[src/rtl/screen_fade_ctrl_if.sv]
// Pixel, game-logic and VGA output signals of the screen fade controller.
// master = game/video side driving the controller, slave = the controller itself.
interface screen_fade_ctrl_if;
    logic [9:0] DrawX, DrawY;
    logic       blank;
    logic       game_over;
    logic       key_restart;
    logic       restart_ack;
    logic [3:0] board_red, board_green, board_blue;
    logic [3:0] end_red, end_green, end_blue;
    logic [3:0] red, green, blue;
    logic       restart_req;
    logic [1:0] mode;

    modport master (
        output DrawX, DrawY, blank, game_over, key_restart, restart_ack,
               board_red, board_green, board_blue, end_red, end_green, end_blue,
        input  red, green, blue, restart_req, mode
    );
    modport slave (
        input  DrawX, DrawY, blank, game_over, key_restart, restart_ack,
               board_red, board_green, board_blue, end_red, end_green, end_blue,
        output red, green, blue, restart_req, mode
    );
endinterface

[src/rtl/screen_fade_ctrl.sv]
// Board <-> endgame display sequencer with frame-locked cross-fade and restart handshake.
// SCREEN_FADE_EN selects the gradual blend; undefined gives a hard cut at lvl 16.
module screen_fade_ctrl #(
    parameter int FADE_DIV    = 2,
    parameter int HOLD_FRAMES = 60
) (
    input  logic              vga_clk,
    input  logic              reset_n,
    screen_fade_ctrl_if.slave bus
);
    localparam int DW = (FADE_DIV > 1) ? $clog2(FADE_DIV) : 1;
    localparam int HW = $clog2(HOLD_FRAMES + 1);

    typedef enum logic [2:0] {PLAY, FADE_OUT, HOLD, RESTART, FADE_IN} state_t;

    state_t        state, state_n;
    logic [DW-1:0] div_cnt;
    logic [HW-1:0] hold_cnt;
    logic [4:0]    pos;
    logic [4:0]    lvl;
    logic          key_q;
    logic          tick, fading, div_wrap, step, key_rise, hold_done;
    logic [3:0]    red_q, green_q, blue_q;

    assign tick      = (bus.DrawX == 10'd639) && (bus.DrawY == 10'd479);
    assign fading    = (state == FADE_OUT) || (state == FADE_IN);
    assign div_wrap  = (div_cnt == DW'(FADE_DIV - 1));
    assign step      = tick && fading && div_wrap;
    assign key_rise  = bus.key_restart && !key_q;
    assign hold_done = (hold_cnt == HW'(HOLD_FRAMES));

    always_ff @(posedge vga_clk or negedge reset_n) begin
        if (!reset_n) state <= PLAY;
        else          state <= state_n;
    end

    always_comb begin
        state_n = state;
        case (state)
            PLAY:     if (bus.game_over) state_n = FADE_OUT;
            FADE_OUT: if (step && pos == 5'd15) state_n = HOLD;
            HOLD:     if (key_rise && hold_done) state_n = RESTART;
            RESTART:  if (bus.restart_ack) state_n = FADE_IN;
            FADE_IN: begin
                if (bus.game_over)              state_n = FADE_OUT;
                else if (step && pos == 5'd1)   state_n = PLAY;
            end
            default:  state_n = PLAY;
        endcase
    end

    // pos tracks fade progress in both builds so FSM timing never depends on the blend option
    always_ff @(posedge vga_clk or negedge reset_n) begin
        if (!reset_n) begin
            div_cnt  <= '0;
            hold_cnt <= '0;
            pos      <= '0;
            key_q    <= 1'b0;
        end else begin
            key_q <= bus.key_restart;
            if (!fading)   div_cnt <= '0;
            else if (tick) div_cnt <= div_wrap ? '0 : div_cnt + 1'b1;
            if (state != HOLD)           hold_cnt <= '0;
            else if (tick && !hold_done) hold_cnt <= hold_cnt + 1'b1;
            if (step) pos <= (state == FADE_OUT || bus.game_over) ? pos + 5'd1 : pos - 5'd1;
        end
    end

`ifdef SCREEN_FADE_EN
    assign lvl = pos;

    function automatic logic [3:0] mix(input logic [3:0] b, input logic [3:0] e, input logic [4:0] l);
        logic [7:0] sum;
        sum = 8'(b) * 8'(5'd16 - l) + 8'(e) * 8'(l);
        return sum[7:4];
    endfunction
`else
    // hard cut: the displayed level jumps on the first tick of each fade
    always_ff @(posedge vga_clk or negedge reset_n) begin
        if (!reset_n)                      lvl <= '0;
        else if (tick && state == FADE_OUT) lvl <= 5'd16;
        else if (tick && state == FADE_IN)  lvl <= 5'd0;
    end

    function automatic logic [3:0] mix(input logic [3:0] b, input logic [3:0] e, input logic [4:0] l);
        return (l == 5'd16) ? e : b;
    endfunction
`endif

    always_ff @(posedge vga_clk or negedge reset_n) begin
        if (!reset_n) begin
            red_q   <= '0;
            green_q <= '0;
            blue_q  <= '0;
        end else if (bus.blank) begin
            red_q   <= mix(bus.board_red,   bus.end_red,   lvl);
            green_q <= mix(bus.board_green, bus.end_green, lvl);
            blue_q  <= mix(bus.board_blue,  bus.end_blue,  lvl);
        end else begin
            red_q   <= '0;
            green_q <= '0;
            blue_q  <= '0;
        end
    end

    assign bus.red         = red_q;
    assign bus.green       = green_q;
    assign bus.blue        = blue_q;
    assign bus.restart_req = (state == RESTART);

    always_comb begin
        bus.mode = 2'd0;
        case (state)
            FADE_OUT:      bus.mode = 2'd1;
            HOLD, RESTART: bus.mode = 2'd2;
            FADE_IN:       bus.mode = 2'd3;
            default:       bus.mode = 2'd0;
        endcase
    end
endmodule

[src/flat_wrapper.sv]
// flat-port wrapper written by rule: the top's interface ports become plain ports
module screen_fade_ctrl_flat 
#(
    parameter int FADE_DIV    = 2,
    parameter int HOLD_FRAMES = 60
)
  (vga_clk, reset_n, bus_DrawX, bus_DrawY, bus_blank, bus_game_over, bus_key_restart, bus_restart_ack, bus_board_red, bus_board_green, bus_board_blue, bus_end_red, bus_end_green, bus_end_blue, bus_red, bus_green, bus_blue, bus_restart_req, bus_mode);
  screen_fade_ctrl_if bus_i ();
  input  logic vga_clk;
  input  logic reset_n;
  input wire logic [$bits(bus_i.DrawX)-1:0] bus_DrawX;
  input wire logic [$bits(bus_i.DrawY)-1:0] bus_DrawY;
  input wire logic [$bits(bus_i.blank)-1:0] bus_blank;
  input wire logic [$bits(bus_i.game_over)-1:0] bus_game_over;
  input wire logic [$bits(bus_i.key_restart)-1:0] bus_key_restart;
  input wire logic [$bits(bus_i.restart_ack)-1:0] bus_restart_ack;
  input wire logic [$bits(bus_i.board_red)-1:0] bus_board_red;
  input wire logic [$bits(bus_i.board_green)-1:0] bus_board_green;
  input wire logic [$bits(bus_i.board_blue)-1:0] bus_board_blue;
  input wire logic [$bits(bus_i.end_red)-1:0] bus_end_red;
  input wire logic [$bits(bus_i.end_green)-1:0] bus_end_green;
  input wire logic [$bits(bus_i.end_blue)-1:0] bus_end_blue;
  output wire logic [$bits(bus_i.red)-1:0] bus_red;
  output wire logic [$bits(bus_i.green)-1:0] bus_green;
  output wire logic [$bits(bus_i.blue)-1:0] bus_blue;
  output wire logic [$bits(bus_i.restart_req)-1:0] bus_restart_req;
  output wire logic [$bits(bus_i.mode)-1:0] bus_mode;
  assign bus_i.DrawX = bus_DrawX;
  assign bus_i.DrawY = bus_DrawY;
  assign bus_i.blank = bus_blank;
  assign bus_i.game_over = bus_game_over;
  assign bus_i.key_restart = bus_key_restart;
  assign bus_i.restart_ack = bus_restart_ack;
  assign bus_i.board_red = bus_board_red;
  assign bus_i.board_green = bus_board_green;
  assign bus_i.board_blue = bus_board_blue;
  assign bus_i.end_red = bus_end_red;
  assign bus_i.end_green = bus_end_green;
  assign bus_i.end_blue = bus_end_blue;
  assign bus_red = bus_i.red;
  assign bus_green = bus_i.green;
  assign bus_blue = bus_i.blue;
  assign bus_restart_req = bus_i.restart_req;
  assign bus_mode = bus_i.mode;
  screen_fade_ctrl #(.FADE_DIV(FADE_DIV), .HOLD_FRAMES(HOLD_FRAMES)) u_core (.vga_clk(vga_clk), .reset_n(reset_n), .bus(bus_i));
endmodule
[config.mk]
export PLATFORM = sky130hd
export DESIGN_NAME = screen_fade_ctrl_flat
export DESIGN_NICKNAME = d
export VERILOG_FILES = /design/src/rtl/screen_fade_ctrl_if.sv /design/src/rtl/screen_fade_ctrl.sv /design/src/flat_wrapper.sv
export SDC_FILE = /design/constraint.sdc
export NUM_CORES = 1
export LEC_CHECK = 0
export CAP_MARGIN = 20
export CORE_MARGIN = 2
export CORE_UTILIZATION = 33
export DETAILED_ROUTE_END_ITERATION = 10
export HOLD_SLACK_MARGIN = 0.15
export SYNTH_ARGS = -nofsm -noshare
export SYNTH_HDL_FRONTEND = slang
export SYNTH_SLANG_ARGS = --single-unit
[constraint.sdc]
create_clock -name vga_clk -period 2.2 [get_ports vga_clk]
set_input_delay 0.44 -clock vga_clk [delete_from_list [all_inputs] [get_ports vga_clk]]
set_output_delay 0.44 -clock vga_clk [all_outputs]
set_load 0.01 [all_outputs]
# [After elaboration in Yosys (flattened, before gate mapping)]
# Cells that the tools add are included.
[word_totals] ff_bits=33 inputBits=50
[op_classes] n_mux=22 n_eq_ne=17 n_reduce_logical=19 n_addsub=4
[op_table] operator="2-to-1 mux 4 bit" n=6
[op_table] operator="2-to-1 mux 3 bit" n=6
[op_table] operator="2-to-1 mux 5 bit" n=3
[op_table] operator="one-hot mux 3 bit (5 select lines)" n=1
[op_table] operator="2-to-1 mux 6 bit" n=2
[op_table] operator="== test 10 bit (second input constant)" n=1
[op_table] operator="== test 10 x 9 -> 1 bit (second input constant)" n=1
[op_table] operator="logical AND 1 bit" n=10
[op_table] operator="adder 6 x 1 -> 6 bit (second input constant)" n=1
[op_table] operator="== test 3 x 2 -> 1 bit (second input constant)" n=2
[op_table] operator="== test 6 bit (second input constant)" n=1
[op_table] operator="inequality test 2 bit (second input constant)" n=3
[op_table] operator="one-hot mux 2 bit (3 select lines)" n=1
[op_table] operator="adder 5 x 1 -> 5 bit (second input constant)" n=1
[op_table] operator="== test 5 x 1 -> 1 bit (second input constant)" n=1
[op_table] operator="== test 5 x 4 -> 1 bit (second input constant)" n=1
[op_table] operator="== test 5 bit (second input constant)" n=1
[op_table] operator="AND reduction 5 bit" n=1
[op_table] operator="subtractor 5 x 1 -> 5 bit (second input constant)" n=1
[op_table] operator="inequality test 2 x 1 -> 1 bit (second input constant)" n=2
[op_table] operator="nonzero test 2 bit" n=2
[op_table] operator="== test 3 x 1 -> 1 bit (second input constant)" n=1
[op_table] operator="== test 3 bit (second input constant)" n=1
[op_table] operator="logical NOT 3 bit" n=1
[op_table] operator="7 further kinds" n=11

# [Depth between registers and ports, before layout]
# Gate-level depths: netlist of run 1.
[logic_depth] ltp_word=8 ltp_mapped=6 ltp_nobuf=6

# [Worst setup path after synthesis of run 1]
# OpenSTA, ideal clock, no wires.
[synth_timing] kind="input to register" from="input bus_DrawY[9]" to="register u_core.hold_cnt[3]" arrival_time_ns=1.578 required_ns=2.122 slack_ns=0.544 path_buffers=0 setup_time_ns=0.078 cell_stages=5 cell_sequence="nand4b_1 -> nor3_4 -> nand3_1 -> or3_1 -> a21oi_1"
[synth_via] elab_chain_len=4
[synth_lines] element="start, declared" line="flat_wrapper.sv:12" text="input wire logic [$bits(bus_i.DrawY)-1:0] bus_DrawY;"
[synth_lines] element="== test 10 x 9 -> 1 bit" line="screen_fade_ctrl.sv:25" text="assign tick = (bus.DrawX == 10'd639) && (bus.DrawY == 10'd479);"
[synth_lines] element="logical AND 1 bit" line="screen_fade_ctrl.sv:25"
[synth_lines] element="logical AND 1 bit" line="screen_fade_ctrl.sv:64" text="else if (tick && !hold_done) hold_cnt <= hold_cnt + 1'b1;"
[synth_lines] element="nonzero test 2 bit (no source line)"
[synth_lines] element="end signal, assigned" line="screen_fade_ctrl.sv:64"
[synth_lines] element="end, declared" line="screen_fade_ctrl.sv:18" text="logic [HW-1:0] hold_cnt;"
# Every way passes these cells.
# A chain may end at the register's enable or synchronous reset.

# [Worst setup path after layout of run 1]
[layout_timing] from="register u_core.state[2]" to="output bus_mode[0]"
[layout_via] elab_chain_len=3 word_cells_on_any_way=6
[layout_lines] element="start, declared" line="screen_fade_ctrl.sv:16" text="state_t state, state_n;"
[layout_lines] element="start signal, assigned" line="screen_fade_ctrl.sv:34" text="else state <= state_n;"
[layout_lines] element="== test 3 x 2 -> 1 bit" line="screen_fade_ctrl.sv:113" text="case (state)"
[layout_lines] element="OR reduction 2 bit" line="screen_fade_ctrl.sv:113"
[layout_lines] element="one-hot mux 2 bit (3 select lines) *" line="screen_fade_ctrl.sv:113"
[layout_lines] element="end, declared" line="flat_wrapper.sv:27" text="output wire logic [$bits(bus_i.mode)-1:0] bus_mode;"
# Every way passes the cells marked *; elsewhere a longest branch is shown, timed or not.

==> flow_summary.ini, run 1 <==
[run_status]
outcome = finished clean

[critical_path]
critPathLaunch = u_core.state[2]
path_max_fanout = 6
critPathTopFamily = flip-flops
cp_data_required_time_ns = 1.76
path_class = flop to primary output
slowest_stage = dfrtp_1
reg2reg_from = u_core.state[2]
worst_path_largest_cell_delay_ns = 0.43
critPathLaunchType = flop
end_kind = primary output
worstPathCellList = or2b_1 > a21oi_4 > dlygate4sd2_1
cp_data_arrival_time_ns = 1.52
crit_buf_inv = 1

[grt]
gr-total-overflow = 0
gr-usage-all-layers = 0.157
grt_pass1_vias = 1508
grt_max_degree = 30
grt_pass1_wl_um = 6390
antenna_found_initial = 0

[drt]
drc = 0
via_per_inst = 5.09
ant_nets = 0
vias = 1430
wl_um = 3820
drtPass1Iterations = 4
wl_per_cell_um = 13.6
dr.first_iter.drc_count = 60

[place]
place.gp.congestion = 0.803
place_ws_ns = 0.0225
hpwl_um = 2910
port-buffer-count = 64

[die]
row_count = 25
core-area_mm2 = 0.00469
fp.dieW_um = 73.3
die-height_um = 73.3
start_util = 0.338
ioPinCount = 65
dieArea_mm2 = 0.00537

[final_layout]
area_delta_synth_final_pct = 52.6
diodes = 0
multiInputGateArea_um2 = 808
final_util = 0.516
drive_gt1_frac = 0.101
fillers = 460
fin_nets = 282
seq_area_um2 = 727

[synthesis]
netlist_instances = 151
synth-edff-count = 0
ys_seq_elements = 29
post_synth.cell_area_avg_um2 = 10.5
synth_top_area_share = 0.458
synth-main-ff-cell = dfrtp_1
synth_cell_type_count = 36
synth_largest_area_cell = dfrtp_1
seq_area_frac_synth = 0.458
ys_async_sr_fraction = 1.00
syn_nets = 207
ys_warn_count = 0
netlist_area_mm2 = 0.00159
synthTopCellsByArea = dfrtp_1 46%, mux2i_1 10%, nor2b_1 5.1%

[clock_tree]
htree_levels = 2
cts.clk_slew.worst_paths_ns = 0.06
cts-root-buf = clkbuf_8
clk_path_buf_depth = 2
cts.sinks = 29
cts_tree = yes
cts_made_buffers = 5
clkLatencyLatePin_ns = 0.28

[timing]
rsz0062_at_grt = no
relSlewSlack = 0.563
min_period_ns = 1.96
fin_setup_tns_ns = 0
hold_violations = 0
hold_ws_ns = 0.488
setup_ws_ns = 0.240
max_freq_mhz = 510
drv_slew = 0
worst_slew_pin_slew_ns = 0.655
finClkSkew_ns = 0.00301
timing.final.crit_share = 0.891
setup_viol = 0

[run]
maxCapViolations = 0

[power_and_ir_drop]
p_leak_nw = 1.15
p_per_area_mw_per_mm2 = 462
ir_worst_vdd_mv = 0.364

[min_path]
min_path_type = flop to flop
worstHoldStart = u_core.pos[3]
==> cell usage in the layout (no fill, tap or decap), drive strengths merged, types with 2 or more instances in the layout <==
master and n:
clkdlybuf4s50 61, dfrtp 29, mux2i 16, nor2b 13, nor2 11, inv 9
nand2 8, buf 8, a21oi 7, ha 6, clkbuf 6, nand4 5
nand4b 5, nor3 5, nand3 4, o21ai 4, xor2 4, and3 3
xnor2 3, or2b 2, a31oi 2, clkinv 2, dlygate4sd2 2
==> sequential cells by signal (all words and copies together), names as in the netlist <==
signal,flops
u_core.hold_cnt,6
u_core.pos,5
u_core.bus.blue,4
u_core.bus.green,4
u_core.bus.red,4
u_core.state,3
u_core.div_cnt,1
u_core.key_q,1
u_core.lvl,1
==> synthesized netlist by cell type, drive strengths merged (2+ instances only) <==
master / n
nand4b: 5
a21oi: 7
xor2: 4
nand2: 8
a31oi: 2
inv: 9
nand4: 5
xnor2: 3
nor2b: 13
dfrtp: 29
ha: 6
or2b: 2
mux2i: 16
o21ai: 4
nor2: 11
nor3: 5
nand3: 4
buf: 2
and3: 3
clkbuf: 2
==> metrics by stage <==
| step | instance area (µm²) | instances | power [mW] |
|---|---|---|---|
| finish | 2420 | 281 | 1.12 |
| global route | 2420 | 281 | 1.17 |
| CTS | 2420 | 281 | 1.14 |
| detailed placement | 2310 | 270 | 0.715 |
| global placement | 2310 | 270 | 0.711 |
| floorplan | 1590 | 151 | 0.586 |
==> power by group <==
group / total [mW] / switching [mW] / internal [mW]
Clock: 0.415 / 0.197 / 0.218
Combinational: 0.154 / 0.0455 / 0.108
Sequential: 0.549 / 0.00320 / 0.545
==> final cells by class <==
class / count / share of cell area
clock buffers: 6 / 0.0300
clock inverters: 2 / 0.00414
inverters: 9 / 0.0140
multi-input cells: 109 / 0.334
flip-flops and latches: 29 / 0.300
well taps: 54 / 0.0279
repair buffers: 72 / 0.290
==> kinds of logic after synthesis <==
family          synth area share
buf+inv                   0.0339
mux                        0.101
fa+ha+maj                 0.0474
flops                      0.458
simple gates               0.234
compound gates            0.0868
xor+xnor                  0.0387
==> routing by layer <==
layer | wire [µm] | vias up | track usage
met5 | 0 | - | 0
met4 | 60 | 0 | 0.0586
met3 | 441 | 6 | 0.0700
met2 | 1950 | 64 | 0.293
met1 | 1370 | 680 | 0.150
li1 | - | 680 | -
==> final timing paths <==
check | end | slack (ns) | depth (start not counted)
worst max-delay path | bus_mode[0] | 0.24 | 3
worst min-delay path | u_core.pos[3] | 0.49 | 1
worst max register to register | u_core.pos[3] | 0.53 | 5
worst min register to register | u_core.pos[3] | 0.49 | 1
max in group asynchronous | u_core.state[1] | 1.37 | 2
min in group asynchronous | u_core.pos[0] | 0.54 | 2
==> repair_timing <==
action	in CTS	in global routing
endpoints found under the setup margin	3	1
resized for setup	3	2
setup buffers	3	0
hold buffers	0	0
Power figures use the tool's default switching activity.
==> run 2, diff against run 1 <==
- GPL_TIMING_DRIVEN: default -> 0
==> run 2 against run 1 <==
  * Setup slack worse by 0.20 ns
  * Sequential cell count did not move
  * Register-to-register slack lost 0.11 ns
  * Hold slack better by 0.0044 ns
  * Power decreased by 1.5%
==> flow_summary.ini, run 2 (synthesized netlist as in run 1, its figures left out) <==
[power_and_ir_drop]
p_per_area_mw_per_mm2 = 458
p_leak_nw = 1.12
ir_worst_vdd_mv = 0.316

[clock_tree]
htree_levels = 2
cts-root-buf = clkbuf_8
clk_path_buf_depth = 2
cts.clk_slew.worst_paths_ns = 0.06
cts_tree = yes
cts.sinks = 29
cts_made_buffers = 5
clkLatencyLatePin_ns = 0.28

[place]
place_inst = 270
place.gp.congestion = 0.870
hpwl_um = 2990
port-buffer-count = 64

[timing]
finClkSkew_ns = 0.00668
hold_violations = 0
worst_slew_pin_slew_ns = 0.544
drv_slew = 0
min_period_ns = 2.16
relSlewSlack = 0.636
max_freq_mhz = 463
fin_setup_tns_ns = 0
setup_viol = 0
timing.final.crit_share = 0.982
rsz0062_at_grt = no

[drt]
wl_per_cell_um = 13.8
dr_wl_met3_um = 439
dr.first_iter.drc_count = 41
wl_um = 3820
met2_length_um = 1810
drc = 0
wl_met1_um = 1480
ant_nets = 0
drtPass1Iterations = 4
via_per_inst = 5.03
top_layer = met4
vias = 1393

[critical_path]
path_class = flop to primary output
end_kind = primary output
slowest_stage = clkdlybuf4s50_1
cp_data_required_time_ns = 1.76
worstPathCellList = or2b_1 > nor2_1 > clkdlybuf4s50_1
path_max_fanout = 7
worst_path_largest_cell_delay_ns = 0.57
critPathLaunchType = flop
cp_data_arrival_time_ns = 1.72

[final_layout]
layout_commonest_cell = clkdlybuf4s50_1
drive_gt1_frac = 0.0852
diodes = 0
fin_cells = 277
mostFrequentLayoutCells = 62 x clkdlybuf4s50_1, 26 x dfrtp_1, 16 x mux2i_1
seq_area_um2 = 729
largest_reg_flops = 6
reg_top3 = u_core.hold_cnt: 6 flops, u_core.pos: 5 flops
fillers = 423
fin_nets = 280
multiInputGateArea_um2 = 806
regMostFlops = u_core.hold_cnt
area_delta_synth_final_pct = 51.6

[grt]
grt_pass1_wl_um = 6410
gr-total-overflow = 0
grt_pass1_vias = 1492
grt_max_degree = 21
antenna_found_initial = 0
gr-usage-all-layers = 0.158

[die]
ioPinCount = 65
die-height_um = 73.3
dieArea_mm2 = 0.00537
start_util = 0.338
fp.dieW_um = 73.3
row_count = 25
core-area_mm2 = 0.00469

[run_status]
outcome = finished clean

[min_path]
min_path_type = flop to flop

[run]
maxCapViolations = 0
[run 2: through the flow]
stage	util	power (mW)	area, µm²	setup WS [ns]	hold slack (ns)
floorplan	-	0.586	1590	0.544	0.144
global placement	0.489	0.710	2290	-0.00851	0.477
detailed placement	0.495	0.719	2320	-0.0363	0.482
CTS	0.512	1.12	2400	0.0588	0.490
global route	0.512	1.17	2400	0.00255	0.534
finish	0.512	1.10	2400	0.0393	0.492
[run 2: layout make-up]
type,instances,share of cell area
tap,54,0.0281
sequential,29,0.303
clock inverter,1,0.00208
multi-input combinational,109,0.335
clock buffer,5,0.0286
timing repair buffer,66,0.280
inverter,9,0.0141
buffer,4,0.00833
[run 2: worst paths after layout]
path,startpoint,to,slack (ns),depth (start not counted)
max,u_core.state[2],bus_restart_req,0.04,3
min,u_core.pos[3],u_core.pos[3],0.49,1
max reg2reg,u_core.state[2],u_core.state[2],0.42,7
min reg2reg,u_core.pos[3],u_core.pos[3],0.49,1
max in group asynchronous,reset_n,u_core.state[0],1.19,2
min in group asynchronous,reset_n,u_core.bus.red[1],0.52,1
[run 2: power by group]
part | switching, mW | internal, mW | leakage (nW)
logic | 0.0459 | 0.112 | 0.710
registers | 0.00330 | 0.546 | 0.365
clock network | 0.187 | 0.207 | 0.0399
total | 0.236 | 0.865 | 1.12
[run 2: critical path: cells and delay by family (launching register included)]
family	cells	cell delay, ns
flip-flops	1	0.44
AND/OR/NAND/NOR	2	0.43
buffers and inverters	1	0.57
[run 2: metal layers]
metal | vias up | GRT usage
met5 | - | 0
met4 | 0 | 0.0768
met3 | 13 | 0.0672
met2 | 73 | 0.269
met1 | 636 | 0.167
li1 | 671 | -
[run 2: what timing repair did]
| action | 4_1_cts | 5_1_grt |
|---|---|---|
| gates resized for setup | 4 | 1 |
| pin swaps | 0 | 0 |
| endpoints found under the setup margin | 3 | 1 |
| setup buffers | 1 | 0 |
| hold buffers | 0 | 0 |
| endpoints found under the hold margin | 0 | 0 |
